`src/rtl/uart_packer_pkg.sv`:
```
// Shared UART framing constants, used by the packer and the receive-side unpacker.
package uart_packer_pkg;

  localparam logic [7:0]  HDR_BASE = 8'h3F;
  localparam int unsigned TAG_W    = 2;
  localparam int unsigned CHUNK_W  = 6;
  localparam int unsigned HDR_CH_W = 3;

  // Number of payload bytes needed to carry a data_w-bit word.
  function automatic int unsigned payload_bytes(input int unsigned data_w);
    return (data_w + CHUNK_W - 1) / CHUNK_W;
  endfunction

endpackage

```
`src/rtl/uart_packer.sv`:
```
// Packs one DATA_W-bit word plus channel id into a header byte followed by
// tagged 6-bit payload bytes, handing them one at a time to a UART transmitter.
module uart_packer
  import uart_packer_pkg::*;
#(
  parameter int unsigned DATA_W = 16,
  parameter int unsigned CH_W   = 3
) (
  input  logic                              clk,
  input  logic                              rst,
  input  logic                              in_valid,
  output logic                              in_ready,
  input  logic [DATA_W-1:0]                 in_data,
  input  logic [((CH_W > 0) ? CH_W : 1)-1:0] in_ch,
  output logic [7:0]                        tx_data,
  output logic                              tx_start,
  input  logic                              tx_done,
  output logic                              busy,
  output logic                              pkt_done
);

  localparam int unsigned     NB       = payload_bytes(DATA_W);
  localparam int unsigned     FIELD_W  = CHUNK_W * NB;
  localparam logic [TAG_W-1:0] LAST_IDX = TAG_W'(NB);

  typedef enum logic [1:0] {IDLE, SEND, WAIT} state_t;

  state_t              state_q, state_d;
  logic [TAG_W-1:0]    idx_q, idx_d;
  logic [DATA_W-1:0]   data_q;
  logic [HDR_CH_W-1:0] ch_q, ch_in;
  logic                accept, done_d, pkt_done_q;
  logic [FIELD_W-1:0]  field;
  logic [CHUNK_W-1:0]  chunk;
  logic [7:0]          byte_sel;

  // Channel id narrowed/zero-extended to the header's 3-bit field.
  always_comb begin
    ch_in = '0;
    if (CH_W > 0) ch_in = HDR_CH_W'(in_ch);
  end

  // Left-align the latched word in the chunk field, zero padding in the LSBs.
  always_comb begin
    field = '0;
    field[FIELD_W-1 -: DATA_W] = data_q;
  end

  // Chunk k (1-based) is taken MSB-first from the aligned field.
  always_comb begin
    chunk = '0;
    for (int unsigned k = 1; k <= NB; k++) begin
      if (idx_q == TAG_W'(k)) chunk = field[FIELD_W-1-CHUNK_W*(k-1) -: CHUNK_W];
    end
  end

  // Byte mux on the index: header at 0, tagged payload bytes after.
  always_comb begin
    if (idx_q == '0) byte_sel = HDR_BASE ^ {{(8-HDR_CH_W){1'b0}}, ch_q};
    else             byte_sel = {idx_q, chunk};
  end

  // Next-state logic for the packet sequencer.
  always_comb begin
    state_d = state_q;
    idx_d   = idx_q;
    accept  = 1'b0;
    done_d  = 1'b0;
    unique case (state_q)
      IDLE: begin
        if (in_valid) begin
          accept  = 1'b1;
          idx_d   = '0;
          state_d = SEND;
        end
      end
      SEND: state_d = WAIT;
      WAIT: begin
        if (tx_done) begin
          if (idx_q == LAST_IDX) begin
            state_d = IDLE;
            done_d  = 1'b1;
          end else begin
            idx_d   = idx_q + TAG_W'(1);
            state_d = SEND;
          end
        end
      end
      default: state_d = IDLE;
    endcase
  end

  // State, index, and latched packet contents.
  always_ff @(posedge clk) begin
    if (rst) begin
      state_q    <= IDLE;
      idx_q      <= '0;
      data_q     <= '0;
      ch_q       <= '0;
      pkt_done_q <= 1'b0;
    end else begin
      state_q    <= state_d;
      idx_q      <= idx_d;
      pkt_done_q <= done_d;
      if (accept) begin
        data_q <= in_data;
        ch_q   <= ch_in;
      end
    end
  end

  // Outputs are gated by rst so they show reset values for the whole time rst is high.
  always_comb begin
    in_ready = (state_q == IDLE) && !rst;
    busy     = (state_q != IDLE) && !rst;
    tx_start = (state_q == SEND) && !rst;
    pkt_done = pkt_done_q && !rst;
    tx_data  = (rst || state_q == IDLE) ? 8'h00 : byte_sel;
  end

endmodule

```
`config.mk`:
```
export PLATFORM = sky130hd
export DESIGN_NAME = uart_packer
export DESIGN_NICKNAME = d
export VERILOG_FILES = /design/src/rtl/uart_packer_pkg.sv /design/src/rtl/uart_packer.sv
export SDC_FILE = /design/constraint.sdc
export NUM_CORES = 1
export LEC_CHECK = 0
export BUFFER_PORTS_ARGS = -buffer_cell sky130_fd_sc_hd__clkbuf_2
export CAP_MARGIN = 30
export CORE_MARGIN = 3
export CORE_UTILIZATION = 40
export DETAILED_ROUTE_END_ITERATION = 12
export SKIP_LAST_GASP = 1
export SYNTH_ARGS = -nofsm -noshare
export SYNTH_HDL_FRONTEND = slang
export SYNTH_SLANG_ARGS = --single-unit
```
`constraint.sdc`:
```
create_clock -name clk -period 2.3 [get_ports clk]
set_input_delay 0.69 -clock clk [delete_from_list [all_inputs] [get_ports clk]]
set_output_delay 0.69 -clock clk [all_outputs]
set_load 0.05 [all_outputs]
```
==> flow_summary.ini, run 1 <==
[floorplan]
die_h_um = 59.88
initial_utilization_pct = 44.44
die-area_um2 = 3585
placement_rows = 18
design.core.area_um2 = 2613
ios = 35
die_w_um = 59.88

[sta]
slew_violations = 0
hold_ws_ns = 0.4710
period_share_pct = 108.5
finalCriticalPeriod_ns = 2.494
postLayoutSetupSlackWorst_ns = -0.1944
slew_headroom_pct = 55.06
rsz0062_at_grt = yes
fmax_mhz = 400.9
fin_worst_skew_ns = 0.003886
tns_ns = -0.9143
finalHoldViolations = 0
finalSetupViolCount = 6
worstMarginPinSlew_ns = 0.6741

[clock_tree]
tritoncts = yes
clock_latency_ns = 0.32
clock_path_buffers = 2
htree_levels = 1
clkTransAtPathRegs_ns = 0.13
clkSinkCount = 24
cts_buffers = 3
cts_root_buf = clkbuf_4
cts_hold_buffers = 0

[placement]
portBuffers = 34
gp_congestion = 0.8015
dp_hpwl_um = 2060

[setup_path]
cp_max_fo = 4
startpoint_type = flop
crit_path_end_kind = output port
cp.required_ns = 1.61
slowest_delay_ns = 0.39
crit_arrival_ns = 1.80
reg2reg_from = state_q[1]$_SDFFE_PP0P_
worstPathCellList = inv_4 -> ha_4 -> nor2b_4 -> a22oi_2 -> a221oi_2 -> clkbuf_16
crit_start = idx_q[1]$_SDFFE_PP0P_
cp_slowest_cell = dfxtp_4
timing_worst_setup_path_type = flop to output port

[global_routing]
grt_pass1_vias = 1134
grt_overflow = 0
grt_max_degree = 30
grt_usage_pct = 18.69
grt_pass1_wl_um = 5057
grt_antenna_before_repair = 0

[synth]
syn-num-nets = 175
synth_warnings = 0
syn_avg_cell_area_um2 = 7.845
mappedNetlistArea_um2 = 1161
ys_ff_latch = 24
netlist_top_cells_area = dfxtp_1 (41%), nand2_1 (14%), a21oi_1 (9.9%)
yosysSeqAreaShare_pct = 41.38
ys_types = 28
synth_area_leader_cell = dfxtp_1
synth_top_area_share_pct = 41.38
syn_inst = 148

[detailed_routing]
drcViolationCount = 0
totalWireLength_um = 2975
viasPerCell = 5.113
routed-via-count = 1130
ant_nets = 0
post_drt_wl_per_cell_um = 13.46
drt_iter0_drc = 28
firstDrtPassIters = 4

[run_status]
status = finished with violations
violations = setup timing

[finish]
nNetsFinal = 219
drive_above_1_share_pct = 39.79
utilization_pct = 67.00
n_antenna_cell = 0
syn_to_final_growth_pct = 50.75
fillCellCount = 226

[flow_run]
cap_viol_max_count = 0

[min_path]
min_from = data_q[5]$_SDFFE_PP0P_
holdCritPathClass = flop to flop

[power_and_ir_drop]
p_per_area_nw_per_um2 = 562.8
total_leakage_power_nw = 0.7314
ir_worst_vdd_v = 0.0005363
power breakdown:
group / switching (W) / internal [W]
Clock: 0.000129 / 0.000176
Sequential: 0.0000184 / 0.000439
Combinational: 0.000124 / 0.0000982
final cells by class:
cell class	instances	area (µm²)	area share [%]
repair buffers	50	434.2	24.80
inverters	5	23.77	1.358
multi-input cells	108	714.4	40.81
well taps	30	37.54	2.144
clock buffers	3	22.52	1.287
clock inverters	1	30.03	1.716
flip-flops and latches	24	488.0	27.88
registers in the layout, summed over array words and instances (netlist names):
signal and count:
pkt_done_q 1, ch_q 3, idx_q 2, state_q 2
data_q 16
per-stage QoR:
stage	instances	power (W)	worst slack (ns)	area, µm²
after floorplan	148	0.0005917	-0.4082	1195
after global routing	221	0.001037	-0.2580	1750
after CTS	218	0.0009874	-0.1439	1710
final	221	0.0009851	-0.1944	1750
after global placement	214	0.0006733	-0.01388	1572
after detailed placement	214	0.0006794	-0.03601	1572
final timing paths:
kind         depth (start not counted)                      to  slack, ns
max                                  6              tx_data[3]      -0.19
min                                  2  data_q[5]$_SDFFE_PP0P_       0.47
max reg2reg                          4   idx_q[1]$_SDFFE_PP0P_       0.65
min reg2reg                          2  data_q[5]$_SDFFE_PP0P_       0.47
timing repair:
action	4_1_cts	5_1_grt
setup buffers	1	3
setup endpoints to repair	8	7
gates resized for setup	22	3
pin swaps	7	5
cells by family after synthesis:
logic type | synth area share (%)
AOI/OAI and AO/OA | 19.61
adders and majority gates | 4.311
buffers and inverters | 7.112
DFF | 41.38
muxes | 0.8621
and+or+nand+nor | 26.72
layout by cell type (no fill, tap or decap), drive strengths merged:
cell,n
or3b,2
inv,5
nand2b,2
mux2i,1
nand4bb,1
ha,4
a211o,1
nor2,6
and3,2
bufinv,1
nor3,4
o32ai,2
buf,24
dfxtp,24
o21ai,2
a21oi,23
nor2b,3
o31ai,1
a221oi,4
clkbuf,29
a22oi,3
nor3b,1
nand2,43
o21bai,1
or3,1
nand4b,1
cell usage after synthesis:
| cell type | count |
|---|---|
| o31ai_1 | 1 |
| or3b_1 | 2 |
| mux2i_1 | 1 |
| nor2b_1 | 3 |
| a221oi_1 | 4 |
| inv_1 | 5 |
| nor2_1 | 6 |
| a211o_1 | 1 |
| clkbuf_1 | 3 |
| nor3_1 | 4 |
| buf_2 | 3 |
| nand4bb_1 | 1 |
| or3_1 | 1 |
| o21bai_2 | 1 |
| nor3b_4 | 1 |
| a21oi_1 | 23 |
| buf_6 | 2 |
| nand2_1 | 43 |
| nand2b_1 | 2 |
| o32ai_1 | 2 |
| buf_4 | 1 |
| and3_1 | 2 |
| a22oi_1 | 3 |
| o21ai_0 | 2 |
| dfxtp_1 | 24 |
| buf_1 | 2 |
| ha_1 | 4 |
| nand4b_1 | 1 |
critical path, delay by kind of cell, from the launching register on:
kind	cells	cell delay, ns
simple gates	1	0.22
compound gates	2	0.42
flops	1	0.39
fa+ha+maj	1	0.14
buf+inv	2	0.30
layer usage:
metal,global-route usage (%),wire length [µm],up-vias
met5,0,0,-
met4,4.747,26,0
met3,4.536,149,4
met2,30.40,1426,31
met1,24.67,1373,508
li1,-,-,587
Power figures use the tool's default switching activity.
==> inputs of run 2 (changes only) <==
- REMOVE_ABC_BUFFERS: default -> 1
==> flow_summary.ini, run 2 (synthesis results as in run 1) <==
[finish]
fillCellCount = 211
largest_register_ffs = 16
drive_above_1_share_pct = 42.56
utilization_pct = 68.77
top_regs = data_q (16), ch_q (3)
layout.area.seq_um2 = 488.0
final_common_cell = nand2_1
nNetsFinal = 224
multi_input_area_um2 = 762.0
n_antenna_cell = 0
syn_to_final_growth_pct = 54.74
final_cell_mix = nand2_1 (43), clkbuf_2 (26), dfxtp_1 (22)
top_register = data_q

[run_status]
status = finished with violations
violations = setup timing

[setup_path]
r2r-end = idx_q[1]$_SDFFE_PP0P_
crit_arrival_ns = 1.77
crit_path_end_kind = output port
timing_worst_setup_path_type = flop to output port
reg2reg_from = state_q[0]$_SDFFE_PP0P_
ff2ff_path_depth = 4
cp_max_fo = 4
startpoint_type = flop
cp.required_ns = 1.61
r2r_slack_ns = 0.60

[detailed_routing]
drcViolationCount = 0
post_drt_wl_per_cell_um = 14.41
routed-via-count = 1182
totalWireLength_um = 3242
firstDrtPassIters = 4
ant_nets = 0
viasPerCell = 5.253
drt_iter0_drc = 57

[min_path]
holdCritPathClass = flop to flop
min_from = data_q[1]$_SDFFE_PP0P_
hold_depth = 2
holdPathEnd = data_q[1]$_SDFFE_PP0P_

[sta]
finalCriticalPeriod_ns = 2.457
slew_violations = 0
worstMarginPinSlew_ns = 0.7056
finalHoldViolations = 0
fin_worst_skew_ns = 0.006014
fmax_mhz = 407.0
postLayoutSetupSlackWorst_ns = -0.1572
rsz0062_at_grt = yes
finalSetupViolCount = 7
slew_headroom_pct = 52.96
period_share_pct = 106.8

[power_and_ir_drop]
p_per_area_nw_per_um2 = 487.3
ir_worst_vdd_v = 0.0003833
total_leakage_power_nw = 0.7477

[global_routing]
grt_usage_pct = 19.33
grt_max_degree = 30
grt_antenna_before_repair = 0
grt_overflow = 0
grt_pass1_vias = 1120
grt_pass1_wl_um = 5154

[placement]
portBuffers = 34
gp_congestion = 0.8101
place_ws_ns = -0.09215
dp_hpwl_um = 2124

[clock_tree]
clkSinkCount = 24
cts_buffers = 3
clock_latency_ns = 0.31
tritoncts = yes
clock_path_buffers = 2
cts_root_buf = clkbuf_4
cts_hold_buffers = 0
clkTransAtPathRegs_ns = 0.13
htree_levels = 1

[flow_run]
cap_viol_max_count = 0

[floorplan]
initial_utilization_pct = 44.44
die_w_um = 59.88
die_h_um = 59.88
die-area_um2 = 3585
design.core.area_um2 = 2613
ios = 35
placement_rows = 18
## run 2: cell count changes in the layout (fill, tap and decap cells not counted), moves of 2 or more
cell,change
a21oi_1,-3
a21oi_2,+3
a221oi_2,-2
and3_1,-2
and3_4,+2
buf_4,+2
buf_6,+3
ha_2,-2
ha_4,+2
o21ai_0,-2
o21ai_1,+2
## run 2: cell type report
cell class | instances | area share (%)
clock buffer | 3 | 1.253
inverter | 5 | 1.323
multi-input combinational | 108 | 42.41
sequential | 24 | 27.16
tap | 30 | 2.089
timing repair buffer | 55 | 25.77
## run 2: worst max-delay path by stage
stage                     depth (start not counted)                  start         end  slack (ns)
after global routing                              7  idx_q[1]$_SDFFE_PP0P_  tx_data[2]       -0.22
final                                             7  idx_q[1]$_SDFFE_PP0P_  tx_data[2]       -0.16
after global placement                            6                    rst  tx_data[5]       -0.07
after CTS                                         7  idx_q[0]$_SDFFE_PP0P_  tx_data[5]       -0.15
after detailed placement                          5                    rst  tx_data[2]       -0.09
after floorplan                                   5  idx_q[0]$_SDFFE_PP0P_  tx_data[5]       -0.68
## run 2: where the power goes
group | internal [W] | switching, W | leakage [nW]
Sequential | 0.000439 | 0.0000187 | 0.198
Combinational | 0.000103 | 0.000130 | 0.536
Clock | 0.0000613 | 0.000124 | 0.0138
Total | 0.000603 | 0.000273 | 0.748
## run 2: per-layer routing
layer	part of all wire (%)	vias up	GRT usage, %
met5	0	-	0
met4	0.65	0	5.696
met3	6.2	2	2.592
met2	51	40	34.26
met1	42	544	24.08
li1	-	596	-
## run 2: repair_timing
action / 4_1_cts / 5_1_grt
gates resized for setup: 35 / 7
buffers inserted: 3 / 1
setup endpoints to repair: 8 / 8
endpoints found under the hold margin: 0 / 0
pin swaps: 15 / 5
## run 2: critical path: stages, from the launching register on
cell and delay (ns):
dfxtp_4 0.40, inv_4 0.04, ha_4 0.15, nor2b_4 0.14, buf_4 0.14, a221oi_4 0.27
o32ai_4 0.14, buf_12 0.17
## run 2: stage by stage
| step | cells | setup TNS [ns] | hold WS [ns] | area (µm²) | total power [W] |
|---|---|---|---|---|---|
| 3_5_place_dp | 220 | -0.2619 | 0.4485 | 1568 | 0.0006788 |
| 6_report | 225 | -0.8067 | 0.4690 | 1797 | 0.0008756 |
| 5_1_grt | 225 | -1.393 | 0.4885 | 1797 | 0.0009195 |
| 4_1_cts | 224 | -0.7389 | 0.4665 | 1757 | 0.0008673 |
| 3_3_place_gp | 220 | -0.2299 | 0.4447 | 1568 | 0.0006733 |
| 2_1_floorplan | 137 | -3.469 | 0.4300 | 1097 | 0.0005703 |
==> inputs of run 3 (changes only) <==
==> constraint.sdc (replaced) <==
create_clock -name clk -period 2.3 [get_ports clk]
set_input_delay 0.115 -clock clk [delete_from_list [all_inputs] [get_ports clk]]
set_output_delay 0.115 -clock clk [all_outputs]
set_load 0.05 [all_outputs]
==> flow_summary.ini, run 3 (synthesis results as in run 1) <==
[sta]
finalSetupViolCount = 0
period_share_pct = 91.00
rsz0062_at_grt = no
slew_headroom_pct = 49.51
worstMarginPinSlew_ns = 0.7565
fmax_mhz = 477.8
fin_worst_skew_ns = 0.001869
finalCriticalPeriod_ns = 2.093
finalHoldViolations = 0
tns_ns = 0
slew_violations = 0

[setup_path]
cp_max_fo = 9
startpoint_type = flop
slowest_delay_ns = 0.39
crit_arrival_ns = 1.98
cp.required_ns = 2.18
crit_path_end_kind = output port
timing_worst_setup_path_type = flop to output port
cp_slowest_cell = dfxtp_1
worstPathCellList = inv_1 -> ha_2 -> nor2b_2 -> a22oi_1 -> a221oi_1 -> buf_4

[global_routing]
grt_usage_pct = 16.93
grt_pass1_wl_um = 4650
grt_overflow = 0
grt_pass1_vias = 1080
grt_antenna_before_repair = 0
grt_max_degree = 30

[power_and_ir_drop]
power_w = 0.0008555
ir_worst_vdd_v = 0.0004468
total_leakage_power_nw = 0.6351
p_per_area_nw_per_um2 = 580.4

[placement]
gp_congestion = 0.8432
portBuffers = 34
placed_area_um2 = 1313
dp_hpwl_um = 1925
place_inst = 202

[floorplan]
design.core.area_um2 = 2613
initial_utilization_pct = 44.44
die_h_um = 59.88
placement_rows = 18
ios = 35
die_w_um = 59.88
die-area_um2 = 3585

[finish]
top_register = data_q
final_cell_mix = nand2_1 (43), clkbuf_2 (31), dfxtp_1 (24)
final_common_cell = nand2_1
drive_above_1_share_pct = 23.53
stdcell_count = 217
syn_to_final_growth_pct = 26.94
top_regs = data_q (16), ch_q (3)
largest_register_ffs = 16
nNetsFinal = 215
n_antenna_cell = 0
design_area_um2 = 1474

[clock_tree]
clkTransAtPathRegs_ns = 0.12
cts_buffers = 3
htree_levels = 1
tritoncts = yes
clock_latency_ns = 0.31
cts_root_buf = clkbuf_4
clkSinkCount = 24
clock_path_buffers = 2

[detailed_routing]
drt_iter0_drc = 33
firstDrtPassIters = 4
ant_nets = 0
drcViolationCount = 0
routed-via-count = 1131
totalWireLength_um = 2777
viasPerCell = 5.212
post_drt_wl_per_cell_um = 12.80

[min_path]
holdCritPathClass = primary input to flop

[flow_run]
cap_viol_max_count = 0

[run_status]
status = completed
## run 3: path summary, 6_finish.rpt
kind | depth (start not counted) | slack [ns] | startpoint | end
setup / recovery | 6 | 0.21 | idx_q[0]$_SDFFE_PP0P_ | tx_data[5]
hold / removal | 3 | 0.007 | in_data[10] | data_q[10]$_SDFFE_PP0P_
setup reg to reg | 3 | 0.61 | state_q[1]$_SDFFE_PP0P_ | idx_q[1]$_SDFFE_PP0P_
hold reg to reg | 2 | 0.47 | data_q[15]$_SDFFE_PP0P_ | data_q[15]$_SDFFE_PP0P_
## run 3: routing by layer
| metal | up-vias | track usage (%) | wire length [µm] |
|---|---|---|---|
| met1 | 511 | 20.37 | 1268 |
| met3 | 4 | 5.616 | 155 |
| met2 | 32 | 29.17 | 1328 |
| met5 | - | 0 | 0 |
| met4 | 0 | 3.481 | 24 |
| li1 | 584 | - | - |
## run 3: stage by stage
stage          util (%)  worst slack, ns  hold slack, ns
6_report          56.42           0.2070        0.006792
5_1_grt           56.42          0.02819        0.003887
4_1_cts           55.84          0.07444       0.0004516
3_5_place_dp      50.24           0.3266          0.3449
3_3_place_gp      50.24           0.4405          0.3382
2_1_floorplan         -          -0.1039          0.1841
## run 3: repair_timing
action                     in CTS  in global routing
hold buffers                   10                  1
gates resized for setup         4                  4
hold endpoints to repair       10                  1
setup endpoints to repair       3                  5
buffers inserted                0                  0
## run 3: final cells by class
cell class | count | area (µm²)
clock buffer | 4 | 36.28
fill | 242 | 1139
inverter | 5 | 18.77
multi-input combinational | 108 | 605.6
sequential | 24 | 480.5
tap | 30 | 37.54
timing repair buffer | 46 | 295.3
## run 3: critical path: cells and delay by family, from the launching register on
family / cells / cell delay (ns)
AO/OA/AOI/OAI: 2 / 0.43
flip-flops: 1 / 0.39
buffers and inverters: 2 / 0.37
adder cells (fa/ha/maj): 1 / 0.26
AND/OR/NAND/NOR: 1 / 0.21
## run 3: power breakdown
group	total, W	internal, W	leakage, nW	switching [W]
sequential	0.000459	0.000440	0.197	0.0000187
combinational	0.000178	0.0000675	0.417	0.000110
clock	0.000218	0.0000968	0.0210	0.000122
total	0.000855	0.000605	0.635	0.000251
